==> src/rtl/delay_tap_pkg.sv <==
// Shared types and constants for the delay-line tap controller.
// Optional calibration states are present only when DELAY_TAP_CTRL_CAL_EN is defined.
package delay_tap_pkg;

   localparam int NMBR_CASCADES_DEF = 8;
   localparam int CAL_SAMPLES       = 16;
   localparam int CAL_THRESH        = 8;

   typedef enum logic [2:0] {
      ST_INIT,
      ST_IDLE,
      ST_STEP,
      ST_SETTLE,
      ST_DONE
`ifdef DELAY_TAP_CTRL_CAL_EN
      , ST_CAL_SAMPLE
`endif
   } state_e;

   // Counter width able to hold the largest window loaded into the timer.
   function automatic int cnt_width(input int a, input int b, input int c);
      int m;
      m = a;
      if (b > m) m = b;
      if (c > m) m = c;
      return $clog2(m + 1);
   endfunction

endpackage

==> src/rtl/tap_settle_timer.sv <==
// Loadable down-counter shared by the INIT hold, the SETTLE gap and the
// calibration sample window. expire is high while the count sits at zero.
module tap_settle_timer #(
   parameter int               CNT_W   = 4,
   parameter logic [CNT_W-1:0] RST_VAL = '0
) (
   input  logic             CLK,
   input  logic             RST,
   input  logic             load,
   input  logic [CNT_W-1:0] load_val,
   output logic             expire
);

   logic [CNT_W-1:0] cnt_q;
   logic [CNT_W-1:0] cnt_d;

   // Next count: load wins, otherwise count down and park at zero.
   always_comb begin
      // NOTE: give every always_comb output a default first so no path infers a latch.
      cnt_d = cnt_q;
      if (load) begin
         cnt_d = load_val;
      end else if (cnt_q != '0) begin
         cnt_d = cnt_q - 1'b1;
      end
   end

   // Count register; reset preloads the INIT hold length.
   always_ff @(posedge CLK) begin
      // NOTE: sequential state uses non-blocking assignments so all flops update together.
      if (RST) begin
         cnt_q <= RST_VAL;
      end else begin
         cnt_q <= cnt_d;
      end
   end

   assign expire = (cnt_q == '0);

endmodule

==> src/rtl/delay_tap_ctrl.sv <==
// Command-side controller for a cascaded variable delay line. Accepts a target
// tap over valid/ready and walks the line one tap per CE pulse with a settle
// gap between steps. All outputs are registered from the next-state decode.
// Optional sweep calibration: define DELAY_TAP_CTRL_CAL_EN.
module delay_tap_ctrl
   import delay_tap_pkg::*;
#(
   parameter int NMBR_CASCADES = NMBR_CASCADES_DEF,
   parameter int TAP_W         = $clog2(NMBR_CASCADES),
   parameter int SETTLE_CYC    = 2,
   parameter int INIT_RST_CYC  = 2
) (
   input  logic             CLK,
   input  logic             RST,
   input  logic [TAP_W-1:0] tgt_tap,
   input  logic             tgt_valid,
   output logic             tgt_ready,
   output logic [TAP_W-1:0] cur_tap,
   output logic             busy,
   output logic             done,
   output logic             err_range,
   output logic             DLY_CE,
   output logic             DLY_INC,
   output logic             DLY_RST,
   output logic             DLY_EN_VTC
`ifdef DELAY_TAP_CTRL_CAL_EN
   ,
   input  logic             cal_start,
   input  logic             dly_dataout,
   output logic [TAP_W-1:0] edge_tap,
   output logic             cal_fail
`endif
);

   localparam int               CNT_W     = cnt_width(SETTLE_CYC, INIT_RST_CYC, CAL_SAMPLES);
   localparam logic [TAP_W-1:0] TAP_MAX   = TAP_W'(NMBR_CASCADES - 1);
   localparam logic [CNT_W-1:0] SETTLE_LD = CNT_W'(SETTLE_CYC - 1);

   state_e           state_q, state_d;
   logic [TAP_W-1:0] cur_tap_q, cur_tap_d;
   logic [TAP_W-1:0] tgt_q, tgt_d;
   logic             err_range_q, err_range_d;
   logic             tgt_ready_q, tgt_ready_d;
   logic             busy_q, busy_d;
   logic             done_q, done_d;
   logic             dly_ce_q, dly_ce_d;
   logic             dly_inc_q, dly_inc_d;
   logic             dly_rst_q, dly_rst_d;
   logic             dly_en_vtc_q, dly_en_vtc_d;

   logic             tmr_load;
   logic [CNT_W-1:0] tmr_val;
   logic             tmr_expire;

`ifdef DELAY_TAP_CTRL_CAL_EN
   localparam int               ONES_W    = $clog2(CAL_SAMPLES + 1);
   localparam logic [CNT_W-1:0] SAMPLE_LD = CNT_W'(CAL_SAMPLES - 1);

   logic              cal_active_q, cal_active_d;
   logic              prev_below_q, prev_below_d;
   logic [ONES_W-1:0] ones_q, ones_d;
   logic [ONES_W-1:0] ones_total;
   logic [TAP_W-1:0]  edge_tap_q, edge_tap_d;
   logic              cal_fail_q, cal_fail_d;
`endif

   tap_settle_timer #(
      .CNT_W   (CNT_W),
      .RST_VAL (CNT_W'(INIT_RST_CYC))
   ) u_timer (
      .CLK      (CLK),
      .RST      (RST),
      .load     (tmr_load),
      .load_val (tmr_val),
      .expire   (tmr_expire)
   );

   // Next-state, tap tracking and registered-output decode.
   always_comb begin
      state_d     = state_q;
      cur_tap_d   = cur_tap_q;
      tgt_d       = tgt_q;
      err_range_d = err_range_q;
      tmr_load    = 1'b0;
      tmr_val     = '0;
`ifdef DELAY_TAP_CTRL_CAL_EN
      cal_active_d = cal_active_q;
      prev_below_d = prev_below_q;
      ones_d       = ones_q;
      ones_total   = ones_q + ONES_W'(dly_dataout);
      edge_tap_d   = edge_tap_q;
      cal_fail_d   = cal_fail_q;
`endif

      case (state_q)
         ST_INIT: begin
            // The line reset selects tap 0, so the tracked tap follows it.
            cur_tap_d = '0;
            if (tmr_expire) state_d = ST_IDLE;
         end
         ST_IDLE: begin
`ifdef DELAY_TAP_CTRL_CAL_EN
            if (cal_start) begin
               cal_active_d = 1'b1;
               cal_fail_d   = 1'b0;
               prev_below_d = 1'b0;
               tgt_d        = '0;
               if (cur_tap_q == '0) begin
                  state_d  = ST_CAL_SAMPLE;
                  ones_d   = '0;
                  tmr_load = 1'b1;
                  tmr_val  = SAMPLE_LD;
               end else begin
                  state_d = ST_STEP;
               end
            end else
`endif
            if (tgt_valid) begin
               err_range_d = (tgt_tap > TAP_MAX);
               tgt_d       = err_range_d ? TAP_MAX : tgt_tap;
               state_d     = (tgt_d == cur_tap_q) ? ST_DONE : ST_STEP;
            end
         end
         ST_STEP: begin
            cur_tap_d = (tgt_q > cur_tap_q) ? cur_tap_q + 1'b1 : cur_tap_q - 1'b1;
            state_d   = ST_SETTLE;
            tmr_load  = 1'b1;
            tmr_val   = SETTLE_LD;
         end
         ST_SETTLE: begin
            if (tmr_expire) begin
               if (cur_tap_q != tgt_q) begin
                  state_d = ST_STEP;
`ifdef DELAY_TAP_CTRL_CAL_EN
               end else if (cal_active_q) begin
                  state_d  = ST_CAL_SAMPLE;
                  ones_d   = '0;
                  tmr_load = 1'b1;
                  tmr_val  = SAMPLE_LD;
`endif
               end else begin
                  state_d = ST_DONE;
               end
            end
         end
         ST_DONE: begin
            state_d = ST_IDLE;
         end
`ifdef DELAY_TAP_CTRL_CAL_EN
         ST_CAL_SAMPLE: begin
            ones_d = ones_total;
            if (tmr_expire) begin
               if (ones_total >= ONES_W'(CAL_THRESH) && prev_below_q) begin
                  // First low-to-high crossing: the line already sits on it.
                  edge_tap_d   = cur_tap_q;
                  cal_active_d = 1'b0;
                  state_d      = ST_DONE;
               end else if (cur_tap_q == TAP_MAX) begin
                  // Swept the whole line without a crossing: fall back to tap 0.
                  cal_fail_d   = 1'b1;
                  cal_active_d = 1'b0;
                  tgt_d        = '0;
                  state_d      = (cur_tap_q == '0) ? ST_DONE : ST_STEP;
               end else begin
                  prev_below_d = (ones_total < ONES_W'(CAL_THRESH));
                  tgt_d        = cur_tap_q + 1'b1;
                  state_d      = ST_STEP;
               end
            end
         end
`endif
         default: begin
            state_d = ST_INIT;
         end
      endcase

      // Outputs follow the state being entered so they are valid from its first cycle.
      tgt_ready_d  = (state_d == ST_IDLE);
      dly_en_vtc_d = (state_d == ST_IDLE);
      busy_d       = (state_d != ST_IDLE);
      done_d       = (state_d == ST_DONE);
      dly_ce_d     = (state_d == ST_STEP);
      dly_rst_d    = (state_d == ST_INIT);
      dly_inc_d    = (state_d == ST_STEP) ? (tgt_d > cur_tap_d) : dly_inc_q;
   end

   // State and output registers; reset aborts any step and reissues DLY_RST.
   always_ff @(posedge CLK) begin
      if (RST) begin
         state_q      <= ST_INIT;
         cur_tap_q    <= '0;
         tgt_q        <= '0;
         err_range_q  <= 1'b0;
         tgt_ready_q  <= 1'b0;
         busy_q       <= 1'b1;
         done_q       <= 1'b0;
         dly_ce_q     <= 1'b0;
         dly_inc_q    <= 1'b0;
         dly_rst_q    <= 1'b1;
         dly_en_vtc_q <= 1'b0;
`ifdef DELAY_TAP_CTRL_CAL_EN
         cal_active_q <= 1'b0;
         prev_below_q <= 1'b0;
         ones_q       <= '0;
         edge_tap_q   <= '0;
         cal_fail_q   <= 1'b0;
`endif
      end else begin
         state_q      <= state_d;
         cur_tap_q    <= cur_tap_d;
         tgt_q        <= tgt_d;
         err_range_q  <= err_range_d;
         tgt_ready_q  <= tgt_ready_d;
         busy_q       <= busy_d;
         done_q       <= done_d;
         dly_ce_q     <= dly_ce_d;
         dly_inc_q    <= dly_inc_d;
         dly_rst_q    <= dly_rst_d;
         dly_en_vtc_q <= dly_en_vtc_d;
`ifdef DELAY_TAP_CTRL_CAL_EN
         cal_active_q <= cal_active_d;
         prev_below_q <= prev_below_d;
         ones_q       <= ones_d;
         edge_tap_q   <= edge_tap_d;
         cal_fail_q   <= cal_fail_d;
`endif
      end
   end

   assign tgt_ready  = tgt_ready_q;
   assign cur_tap    = cur_tap_q;
   assign busy       = busy_q;
   assign done       = done_q;
   assign err_range  = err_range_q;
   assign DLY_CE     = dly_ce_q;
   assign DLY_INC    = dly_inc_q;
   assign DLY_RST    = dly_rst_q;
   assign DLY_EN_VTC = dly_en_vtc_q;
`ifdef DELAY_TAP_CTRL_CAL_EN
   assign edge_tap   = edge_tap_q;
   assign cal_fail   = cal_fail_q;
`endif

endmodule

==> config.mk <==
export PLATFORM = sky130hd
export DESIGN_NAME = delay_tap_ctrl
export DESIGN_NICKNAME = d
export VERILOG_FILES = /design/src/rtl/delay_tap_pkg.sv /design/src/rtl/tap_settle_timer.sv /design/src/rtl/delay_tap_ctrl.sv
export SDC_FILE = /design/constraint.sdc
export NUM_CORES = 1
export LEC_CHECK = 0
export BUFFER_PORTS_ARGS = -buffer_cell sky130_fd_sc_hd__buf_2
export CELL_PAD_IN_SITES_DETAIL_PLACEMENT = 0
export CELL_PAD_IN_SITES_GLOBAL_PLACEMENT = 1
export CORE_MARGIN = 5
export CORE_UTILIZATION = 42
export CTS_CLUSTER_SIZE = 25
export DETAILED_ROUTE_END_ITERATION = 8
export PLACE_DENSITY_LB_ADDON = 0.05
export SETUP_SLACK_MARGIN = 0.1
export SYNTH_ARGS = -nofsm -noshare
export SYNTH_HDL_FRONTEND = slang
export SYNTH_SLANG_ARGS = --single-unit
==> constraint.sdc <==
create_clock -name CLK -period 3.84 [get_ports CLK]
set_input_delay 0.192 -clock CLK [delete_from_list [all_inputs] [get_ports CLK]]
set_output_delay 0.192 -clock CLK [all_outputs]
set_load 0.1 [all_outputs]
# ---- Word level (Yosys, flattened, before mapping)
# Index checks and enable logic that the tools add are counted.
dict set report totals {
  in_bits 6
  elab_cells 48
  regBits 21
}
dict set report classes {
  addsub 3
  reduce_logical 6
  eq_ne 10
  mux 15
  n_lt_le_gt_ge 3
}
# cell n
set op_table {}
lappend op_table {{$mux W3} 9}
lappend op_table {{$pmux W3 S5} 1}
lappend op_table {{$mux W5} 2}
lappend op_table {{$eq A3 B2 Y1 const B} 3}
lappend op_table {{$eq A3 B1 Y1 const B} 2}
lappend op_table {{$eq A3 B3 Y1 const B} 2}
lappend op_table {{$gt A3 B3 Y1} 2}
lappend op_table {{$logic_not A3 Y1} 2}
lappend op_table {{$pmux W3 S2} 1}
lappend op_table {{$logic_not A5 Y1} 1}
lappend op_table {{$reduce_bool A5 Y1} 1}
lappend op_table {{$sub A5 B1 Y5 const B} 1}
lappend op_table {{$add A3 B1 Y3 const B} 1}
lappend op_table {{$eq A3 B3 Y1} 1}
lappend op_table {{$gt A3 B3 Y1 const B} 1}
lappend op_table {{$ne A3 B1 Y1 const B} 1}
lappend op_table {{$ne A3 B3 Y1} 1}
lappend op_table {{$sub A3 B1 Y3 const B} 1}
lappend op_table {{$mux W1} 2}
lappend op_table {{$reduce_and A2 Y1} 1}
lappend op_table {{$reduce_bool A2 Y1} 1}

# ---- Logic depth before layout (Yosys ltp)
# Gate-level depths: netlist (run 1).
dict set report depth {
  depth_word 7
  depth_mapped 12
}

# ---- Hierarchy
# A second synthesis (run 1) with hierarchy kept.
dict set report hier_totals {
  cells_unflattened 123
  hier_area_um2 1123.6
}
# module area_per_inst_um2 n_inst cells_per_inst seq_area_each_um2
set modules_own_cells {}
lappend modules_own_cells {delay_tap_ctrl 838.3 1 92 320.3}
lappend modules_own_cells {tap_settle_timer 285.3 1 31 100.1}

# ---- Worst setup path before layout (run 1)
# OpenSTA, ideal clock, no wires.
dict set report synth_timing {
  path_type {reg2reg}
  start {register cur_tap_q[1] (netlist: cur_tap[1])}
  end {register dly_inc_q (netlist: DLY_INC)}
  path_buffers 0
  arrival_time_ps 3503
  required_ps 3724
  period_less_slack_ps 3619
  path_stages_with_launch 13
  setup_ps 116
  path_slack_ps 221
  path_cell_list {dfxtp_1 > inv_1 > ha_1 > nor2b_1 > o311a_1 > fa_1 > nor3_1 > a21oi_1 > ha_1 > a21o_1 > a21oi_1 > a311oi_1 > a31o_1}
}
dict set report synth_between {
  elab_chain_cells 5
  elab_cells_between_ends 14
  classes_between {add/sub: 2; order compare: 2; eq/ne: 3; mux: 7}
}
# element line_no
set synth_lines {}
lappend synth_lines {{start, declared} delay_tap_ctrl.sv:40} ;# logic [TAP_W-1:0] cur_tap_q, cur_tap_d;
lappend synth_lines {{start signal, assigned} delay_tap_ctrl.sv:210} ;# cur_tap_q <= cur_tap_d;
lappend synth_lines {{parallel branches: the longest is 5 deep, another holds $sub A3 B1 Y3} -}
lappend synth_lines {{end signal, assigned} delay_tap_ctrl.sv:217} ;# dly_inc_q <= dly_inc_d;
lappend synth_lines {{end, declared} delay_tap_ctrl.sv:47} ;# logic dly_inc_q, dly_inc_d;
# Several ways; the timed one is not identified.
# A chain may end at the register's enable or synchronous reset.

# ---- Final worst setup path (run 1)
# Same ends and word-level chain as after synthesis.

==> flow_summary.ini, run 1 <==
[cts]
root_buffer = clkbuf_4
post_cts_buffers = 0
cts_buffer_depth = 2
cts_tree = done
numCtsBuffers = 3
cts_resized = 0
clkTransAtPathRegs_ns = 0.13
cts.sinks = 21
clk_latency_ns = 0.31
holdBufCountCts = 0
htreeDepth = 1

[timing]
whs_ns = 0.1731
skew_ns = 0.009260
period_needed_ns = 3.002
slew_viol_final = 0
rsz0062_at_grt = false
tns_ns = 0
tightest_slew_ns = 0.4898
setup_violations = 0
hold_violations = 0
fin_crit_sh = 0.7817
max_freq_ghz = 0.3332
slew_headroom = 0.6757

[critical_path]
critPathBufInv = 1
r2r_cells = 12
crit_slowest_cell = dfxtp_1
cp.depth = 12
worstPathRequired_ns = 4.06
cpMostUsedCell = ha_1
crit_chain = inv_1 > ha_1 > nor2b_1 > o311a_1 > fa_1 > xnor2_1 > mux2i_1 > nor2_1 > ha_1 > a21oi_1 > a311oi_1 > a31o_1
critPathLaunchType = flop
worst-path-max-fanout = 4
critPathArrivalTime_ns = 3.22
cp-end-kind = flop
max_stage_delay_ns = 0.39
critical_path_class = reg2reg
critPathTopFamily = adder cells

[finish]
final_area_um2 = 1242
areaGrowthSynthToFinish_pct = 9.603
final_nets = 151
antennaDiodeCount = 0
drive_above_1_share = 0.2296

[floorplanning]
core_area_um2 = 2522
rows = 18
io_pins = 17
fp.dieH_um = 61.95
dieArea_um2 = 3838
die_w_um = 61.95
initial_core_util = 0.4494

[yosys]
yosysTopAreaCellShare = 0.3709
synth_fp_nets = 134
synth_top_family_by_area = simple AND/OR/NAND/NOR gates
synth_area_per_cell_um2 = 9.526
async_flop_share = 0
synth-simple-area-share = 0.2263
yosysSeqAreaShare = 0.3709
yosys.cell_count.top_type = dfxtp_1
synthXorXnorAreaFrac = 0.06181
synth-seq-cells = 21
ys_top_cells_by_area = dfxtp_1 (37%), ha_1 (8.8%), nor2_1 (4.6%)
muxShareOfSynthArea = 0.02870
yosysTopAreaCell = dfxtp_1
synth_compound_area_frac = 0.1325
synth_fa_ha_area_frac = 0.1060
synth_flop_cell = dfxtp_1
syn-cell-area_um2 = 1134
synthTopCellsByCount = dfxtp_1 (21), nor2_1 (14), inv_1 (9)
yosysUniqueCellTypes = 41
synth-edff-count = 0
ys.warnings.count = 0
synth_cells = 119

[outcome]
status = finished clean

[placement]
place_congestion = 0.7667
portBuffers = 16
dpl.hpwl_um = 1661
placed_area_um2 = 1215

[power_and_ir_drop]
power_density_nw_per_um2 = 816.4
ir_drop_uv = 654.6
p_leak_nw = 0.5430

[run]
maxCapViolCount = 0

[global_route]
grt_pass1_vias = 780
grt_antenna_before_repair = 0
grt_max_degree = 19
grt_pass1_wl_um = 3657
overflow = 0
grt.total_usage = 0.1322

[hold_path]
min_path_type = in2reg
holdPathStages = 3

[detailed_routing]
drc = 0
viasPerCell = 4.994
detail-route-antenna-nets = 0
drt_iter0_markers = 25
wl_um = 2148
vias = 824
drtPass1Iterations = 4
avgRoutedWirePerCell_um = 13.02
## routing by layer
| layer | global-route usage | vias to the layer above | part of all wire |
|---|---|---|---|
| met5 | 0 | - | 0 |
| met4 | 0.05455 | 0 | 0.0074 |
| met3 | 0.02893 | 2 | 0.050 |
| met2 | 0.1893 | 13 | 0.44 |
| met1 | 0.1900 | 378 | 0.51 |
| li1 | - | 431 | - |
## placed cells by master, fill, tap and decap left out, types with 2 or more instances in the layout
cell      netlist  final
dfxtp_1        21     21
buf_2           0     16
nor2_1         14     14
inv_1           9      9
ha_1            8      8
nand2_1         7      7
a21oi_1         6      6
o21ai_0         4      4
nor2b_1         4      4
xnor2_1         4      4
xor2_1          4      4
nor3_1          3      3
clkbuf_4        0      3
nand3_1         2      2
mux2_2          2      2
a21o_1          2      2
and2b_1         2      2
## flip-flops by register name (all words and copies together) (netlist names)
signal,count
done,1
state_q,3
err_range,1
DLY_RST,1
DLY_CE,1
tgt_q,3
DLY_INC,1
DLY_EN_VTC,1
u_timer.cnt_q,5
busy,1
cur_tap,3
## cell families after synthesis
group / after synthesis
adder cells (fa/ha/maj): 9
flip-flops: 21
multiplexers: 3
XOR/XNOR: 8
buffers and inverters: 15
AND/OR/NAND/NOR: 44
AO/OA/AOI/OAI: 19
## stage by stage
stage / setup WS, ns / utilization / power [mW] / cells
final: 0.8384 / 0.4926 / 1.014 / 165
after global routing: 0.6250 / 0.4926 / 1.091 / 165
after CTS: 0.8301 / 0.4926 / 1.027 / 165
after detailed placement: 0.8526 / 0.4816 / 0.9141 / 161
after global placement: 0.8895 / 0.4816 / 0.9107 / 161
after floorplan: 0.2214 / - / 0.8266 / 119
## worst reg2reg max path, stage by stage (launching register included)
cell      delay (ns)
dfxtp_1         0.39
inv_1           0.09
ha_1            0.30
nor2b_1         0.13
o311a_1         0.32
fa_1            0.38
xnor2_1         0.23
mux2i_1         0.26
nor2_1          0.07
ha_1            0.31
a21oi_1         0.13
a311oi_1        0.05
a31o_1          0.23
## report_power, final
part	internal, mW	switching, mW	total [mW]
sequential	0.276	0.0505	0.327
clock	0.0388	0.0704	0.109
combinational	0.186	0.392	0.579
## final cells by class
type                            count  area (um^2)
Clock buffer                        3        22.52
Clock inverter                      1        5.005
Fill cell                         259         1280
Inverter                           10        40.04
Multi-Input combinational cell     83        629.4
Sequential cell                    21        420.4
Tap cell                           30        37.54
Timing Repair Buffer               17        87.58
## final timing paths
check,start,endpoint,slack [ns]
max,cur_tap[1],DLY_INC,0.84
min,tgt_tap[0],tgt_q[0],0.17
max reg2reg,cur_tap[1],DLY_INC,0.84
min reg2reg,err_range,err_range,0.48
Note: power is estimated with default switching activity, not from simulation.
==> run 2: changes to the inputs <==
ABC_AREA = 1   (was not set)
CORE_UTILIZATION = 41   (was 42)
clock period = 3 ns   (was 3.84 ns; I/O delays follow)
==> run 2 against run 1 <==
  * Core utilization is 1.1 points higher
  * Non-clock buffer count is 2 higher
  * Clock power is 28% higher
  * Synthesized area is 3.1% higher
  * Design area is 11% higher
  * Power is 45% higher
  * Routed wire length is 4.9% higher
  * Setup slack worse by 0.54 ns
  * Maximum frequency is 11% higher
  * Die area is 4.7% higher
  * Via count is 11% higher
  * Critical path depth is 9 higher
==> flow_summary.ini, run 2 <==
[power_and_ir_drop]
p_leak_nw = 0.6708
swShare = 0.5333
p_comb_frac = 0.623
ir_drop_uv = 685.8
p_seq_frac = 0.282
p_int_mw = 0.6879
p_switching_mw = 0.7861
power_mw = 1.474
power_density_nw_per_um2 = 1071
pwr-share-clk = 0.095

[finish]
final_nets = 182
most-common-layout-cells = dfxtp_1 (18), nand2_1 (18), inv_1 (17)
largest_reg_flops = 5
multiInputGateArea_um2 = 671.9
regMostFlops = u_timer.cnt_q
drive_above_1_share = 0.3855
layout.area.seq_um2 = 429.2
fin_util = 0.5034
antennaDiodeCount = 0
areaGrowthSynthToFinish_pct = 17.77
fill_cells = 265

[yosys]
synth-seq-cells = 21
yosysTopAreaCell = dfxtp_1
syn-cell-area_um2 = 1169
synth-edff-count = 0
synth_cells = 145
async_flop_share = 0
synthTopCellsByCount = dfxtp_1 (21), inv_1 (20), nand2_1 (19)
synth_fp_nets = 160
yosysUniqueCellTypes = 27
yosys.cell_count.top_type = dfxtp_1
yosysTopAreaCellShare = 0.3597
ys_top_cells_by_area = dfxtp_1 (36%), ha_1 (8.6%), inv_1 (6.4%)
synth_flop_cell = dfxtp_1
yosysSeqAreaShare = 0.3597
synth_area_per_cell_um2 = 8.059
ys.warnings.count = 0

[timing]
fin_crit_sh = 0.9004
hold_violations = 0
setup_violations = 0
tightest_slew_ns = 0.4907
slew_viol_final = 0
slew_headroom = 0.6751
setup_slack_ns = 0.2988
skew_ns = 0.005951
period_needed_ns = 2.701
max_freq_ghz = 0.3702
tns_ns = 0
rsz0062_at_grt = false

[cts]
cts.sinks = 21
htreeDepth = 1
holdBufCountCts = 0
numCtsBuffers = 3
cts_buffer_depth = 2
cts_tree = done
clkTransAtPathRegs_ns = 0.12
clk_latency_ns = 0.31
root_buffer = clkbuf_4

[detailed_routing]
wl_met1_um = 1090
drt_iter0_markers = 14
avgRoutedWirePerCell_um = 11.44
detail-route-antenna-nets = 0
wl_met3_um = 98
drc = 0
highest_layer = met4
viasPerCell = 4.660
vias = 918
drtPass1Iterations = 4
route.met2.wl_um = 1032
wl_um = 2253

[hold_path]
min_path_type = in2reg
hp-start = tgt_tap[1]

[global_route]
grt_pass1_vias = 924
grt_max_degree = 14
grt_pass1_wl_um = 3960
overflow = 0
grt_antenna_before_repair = 0
grt.total_usage = 0.1203

[critical_path]
worstPathRequired_ns = 3.22
r2r_start = cur_tap[1]
crit_path_start = cur_tap[1]
critical_path_class = reg2reg
critPathLaunchType = flop
reg2reg_slack_ns = 0.30
worst-path-max-fanout = 3
critPathArrivalTime_ns = 2.92
cp-end-kind = flop

[floorplanning]
rows = 19
fp.dieH_um = 63.39
core_area_um2 = 2734
die_w_um = 63.39
io_pins = 17
initial_core_util = 0.4275
dieArea_um2 = 4018

[outcome]
status = finished clean

[placement]
dp_slack_ns = 0.1171
portBuffers = 16
dpl.hpwl_um = 1789
place_congestion = 0.7538

[run]
maxCapViolCount = 0
run 2: cell types whose count changed after synthesis, sizes merged, moves of 2 or more:
cell	delta
nand2	+20
a21o	-2
nor3	-3
buf	-2
nor2b	-5
mux2	-2
xor2	-2
o21ai	+2
inv	+16
and2b	-3
nand3	+6
nor2	+9
a21oi	+4
run 2: what timing repair did:
item                                    CTS  global route
endpoints found under the setup margin    1             1
setup buffers                             2             1
cloned                                    0             0
pin swaps                                 2             5
resized for setup                         0             9
endpoints found under the hold margin     0             0
run 2: power by group through the flow:
stage	clock network, mW	logic [mW]	registers, mW
final	0.140	0.918	0.416
after CTS	0.149	0.885	0.416
after global placement	0	0.858	0.423
after global routing	0.158	1.02	0.428
after floorplan	0	0.534	0.626
after detailed placement	0	0.862	0.424
run 2: critical path: stages (launching register included):
cell	delay [ns]
dfxtp_4	0.38
inv_2	0.05
ha_1	0.27
nand2_1	0.07
nor2_2	0.11
inv_1	0.06
nand2_2	0.07
inv_2	0.04
fa_2	0.36
xor2_2	0.15
inv_1	0.05
nand2_1	0.06
nand3_1	0.09
nand2_1	0.09
inv_1	0.06
ha_4	0.24
a21oi_1	0.13
o21ai_1	0.07
nand2_1	0.06
nand3_1	0.08
nand2_1	0.06
nor2_1	0.04
run 2: stage by stage:
step | instances | area (um^2) | hold slack, ns
3_3_place_gp | 190 | 1285 | 0.4310
6_report | 197 | 1376 | 0.1205
2_1_floorplan | 145 | 1177 | 0.2094
3_5_place_dp | 190 | 1285 | 0.4376
4_1_cts | 196 | 1328 | 0.1157
5_1_grt | 197 | 1376 | 0.1408
run 2: area by class of cell:
| cell class | count | share of cell area |
|---|---|---|
| Multi-Input combinational cell | 95 | 0.4882 |
| Clock inverter | 1 | 0.003636 |
| Timing Repair Buffer | 19 | 0.07455 |
| Clock buffer | 3 | 0.01636 |
| Inverter | 27 | 0.07727 |
| Tap cell | 31 | 0.02818 |
| Sequential cell | 21 | 0.3118 |
run 2: cells by family after synthesis:
kind of cell | Yosys count | synth area share
AO/OA/AOI/OAI | 17 | 0.08672
buffers and inverters | 29 | 0.1006
flip-flops | 21 | 0.3597
AND/OR/NAND/NOR | 61 | 0.2891
XOR/XNOR | 7 | 0.05246
multiplexers | 1 | 0.008566
adder cells (fa/ha/maj) | 9 | 0.1028
run 2: final timing paths:
| kind | to | depth (start not counted) |
|---|---|---|
| setup reg to reg | DLY_INC | 21 |
| hold / removal | tgt_q[1] | 3 |
| hold reg to reg | err_range | 2 |
| setup / recovery | DLY_INC | 21 |
run 2: metal layers:
layer | vias up | global-route usage
li1 | 491 | -
met1 | 411 | 0.1556
met2 | 12 | 0.1954
met3 | 4 | 0.02309
met4 | 0 | 0.04675
met5 | - | 0
==> run 3: changes to the inputs <==
ABC_CLOCK_PERIOD_IN_PS = 3000   (was not set)
CORE_UTILIZATION = 40   (was 41)
SYNTH_HIERARCHICAL = 1   (was not set)
==> run 3 against run 2 <==
  * Clock skew up 0.0018 ns
  * Global-route usage up 0.88 points
  * Synthesized cell count up 14%
  * Count of clock-buffer cells in the layout unchanged
  * Largest power group unchanged
  * Synthesized area up 2.1%
  * Maximum frequency up 0.59%
  * Critical path type unchanged
  * Sequential power down 1%
  * Routed wire length up 8.2%
  * Flip-flop and latch count unchanged
  * Largest cell class unchanged
  * Highest routed layer unchanged
  * Power up 4.8%
  * Register-to-register slack better by 0.02 ns
  * Cell count up 11%
==> flow_summary.ini, run 3 <==
[placement]
dpl.hpwl_um = 1917
place_congestion = 0.8220
portBuffers = 16

[hold_path]
whs_endpoint = tgt_q[1]
holdPathStages = 5
hp-start = tgt_tap[1]
min_path_type = in2reg

[critical_path]
worst-path-max-fanout = 3
crit_slowest_cell = dfxtp_1
critPathTopFamily = adder cells
critPathBufInv = 3
critPathLaunchType = flop
critical_path_class = reg2reg
r2r_start = tgt_q[2]
reg2reg_slack_ns = 0.31
crit_chain = ha_4 > a21oi_2 > o21ai_2 > nand2_2 > inv_2 > fa_2 > xor2_1 > inv_1 > nand2_1 > nand3_1 > nand2_1 > inv_2 > ha_4 > nand2_1 > nor2_1 > nor2_1 > a32oi_1 > nor2_1 > nor2_2
timing.rr.end = DLY_INC
worstPathRequired_ns = 3.25
r2r_cells = 19
critPathArrivalTime_ns = 2.94
cp-end-kind = flop
max_stage_delay_ns = 0.41

[timing]
hold_violations = 0
setup_violations = 0
slew_viol_final = 0
max_freq_ghz = 0.3724
period_needed_ns = 2.685
skew_ns = 0.007749
tns_ns = 0
rsz0062_at_grt = false
fin_crit_sh = 0.8951

[detailed_routing]
drtPass1Iterations = 4
avgRoutedWirePerCell_um = 11.13
drt_iter0_markers = 28
drc = 0
vias = 1029
detail-route-antenna-nets = 0
viasPerCell = 4.699
wl_um = 2438

[yosys]
synth-seq-cells = 21
synth_cells = 165
synthTopCellsByCount = nand2_1 (34), inv_1 (26), nor2_1 (22)
yosysSeqAreaShare = 0.3522
async_flop_share = 0
ys.warnings.count = 6
yosys.cell_count.top_type = nand2_1
syn-cell-area_um2 = 1194
synth-edff-count = 0
yosysUniqueCellTypes = 29
synth_area_per_cell_um2 = 7.234
synth_flop_cell = dfxtp_1
yosysTopAreaCellShare = 0.3522
ys_top_cells_by_area = dfxtp_1 (35%), nand2_1 (11%), inv_1 (8.2%)
yosysTopAreaCell = dfxtp_1

[power_and_ir_drop]
p_leak_nw = 0.7199
power_density_nw_per_um2 = 1089
ir_drop_uv = 498.7

[cts]
cts_buffer_depth = 2
cts_tree = done
htreeDepth = 1
holdBufCountCts = 0
cts.sinks = 21
clk_latency_ns = 0.31
numCtsBuffers = 3
root_buffer = clkbuf_4
clkTransAtPathRegs_ns = 0.13

[finish]
antennaDiodeCount = 0
areaGrowthSynthToFinish_pct = 18.87
regMostFlops = u_timer/cnt_q
most-common-layout-cells = nand2_1 (33), inv_1 (22), nor2_1 (22)
final_nets = 203
fill_cells = 281
final_common_cell = nand2_1
fin_util = 0.5058
drive_above_1_share = 0.3351
largest_reg_flops = 5

[global_route]
grt_max_degree = 17
grt.total_usage = 0.1290
grt_pass1_wl_um = 4278
overflow = 0
grt_antenna_before_repair = 0
grt_pass1_vias = 1046

[floorplanning]
rows = 19
die_w_um = 64.63
io_pins = 17
core_area_um2 = 2805
dieArea_um2 = 4176
fp.dieH_um = 64.63
initial_core_util = 0.4255

[run]
maxCapViolCount = 0

[outcome]
status = finished clean
==> run 3: cell types whose count changed after synthesis, moves of 2 or more <==
cell,previous run,this run
nor2_4,5,1
nand2_4,4,2
nand2_1,19,34
o21ai_0,5,3
xnor2_1,5,1
inv_1,20,26
nor2_2,4,7
nor2_1,14,22
==> run 3: worst reg2reg max path, delay by kind of cell, from the launching register on <==
| family | cells | cell delay, ns |
|---|---|---|
| fa+ha+maj | 3 | 0.85 |
| simple gates | 9 | 0.66 |
| flops | 1 | 0.41 |
| compound gates | 3 | 0.38 |
| xor+xnor | 1 | 0.20 |
| buf+inv | 3 | 0.16 |
==> run 3: per-layer routing <==
metal | up-vias | GRT usage | wire (um)
li1 | 550 | - | -
met1 | 456 | 0.1439 | 1050
met2 | 19 | 0.2410 | 1257
met3 | 4 | 0.02591 | 96
met4 | 0 | 0.04749 | 34
met5 | - | 0 | 0
==> run 3: worst max-delay path by stage <==
| stage | startpoint | endpoint | slack, ns | depth (start not counted) |
|---|---|---|---|---|
| 5_1_grt | tgt_q[2] | DLY_INC | 0.09 | 19 |
| 6_report | tgt_q[2] | DLY_INC | 0.31 | 19 |
| 3_5_place_dp | cur_tap[2] | DLY_INC | 0.07 | 20 |
| 3_3_place_gp | cur_tap[2] | DLY_INC | 0.14 | 20 |
| 4_1_cts | cur_tap[2] | DLY_INC | 0.12 | 20 |
| 2_1_floorplan | cur_tap[2] | DLY_INC | 0.11 | 20 |
==> run 3: cell families (layout without fill, tap and decap cells) <==
logic type | count (synthesis) | in the layout | share of synthesized area
adder cells (fa/ha/maj) | 8 | 8 | 0.09014
AND/OR/NAND/NOR | 81 | 81 | 0.3333
other | 1 | 4 | 0.003142
XOR/XNOR | 3 | 3 | 0.02202
buffers and inverters | 34 | 54 | 0.1111
AO/OA/AOI/OAI | 17 | 17 | 0.08805
flip-flops | 21 | 21 | 0.3522
==> run 3: layout make-up <==
class,count,area (um^2),share of cell area
inverters,32,121.4,0.08554
multi-input cells,113,706.9,0.4982
repair buffers,18,95.09,0.06702
well taps,31,38.79,0.02734
clock inverters,1,5.005,0.003527
flip-flops and latches,21,429.2,0.3025
clock buffers,3,22.52,0.01587
==> run 3: per-stage QoR <==
| step | std cells | hold WS, ns | area (um^2) | worst slack, ns | power [mW] |
|---|---|---|---|---|---|
| 6_report | 219 | 0.1712 | 1419 | 0.3146 | 1.545 |
| 5_1_grt | 219 | 0.1828 | 1419 | 0.09002 | 1.678 |
| 4_1_cts | 218 | 0.1623 | 1356 | 0.1189 | 1.498 |
| 3_5_place_dp | 213 | 0.4355 | 1321 | 0.07149 | 1.346 |
| 3_3_place_gp | 213 | 0.4319 | 1321 | 0.1445 | 1.327 |
| 2_1_floorplan | 168 | 0.2124 | 1214 | 0.1136 | 1.197 |
==> run 3: what timing repair did <==
action	in CTS	in global routing
cloned	0	0
pin swaps	1	11
resized for setup	1	11
setup endpoints to repair	1	1
setup buffers	1	1
==> run 3: report_power, final <==
| group | internal, mW | switching [mW] | total (mW) | leakage [nW] |
|---|---|---|---|---|
| Clock | 0.0497 | 0.0907 | 0.140 | 0.0177 |
| Combinational | 0.300 | 0.692 | 0.992 | 0.529 |
| Sequential | 0.358 | 0.0543 | 0.412 | 0.173 |
| Total | 0.708 | 0.837 | 1.54 | 0.720 |
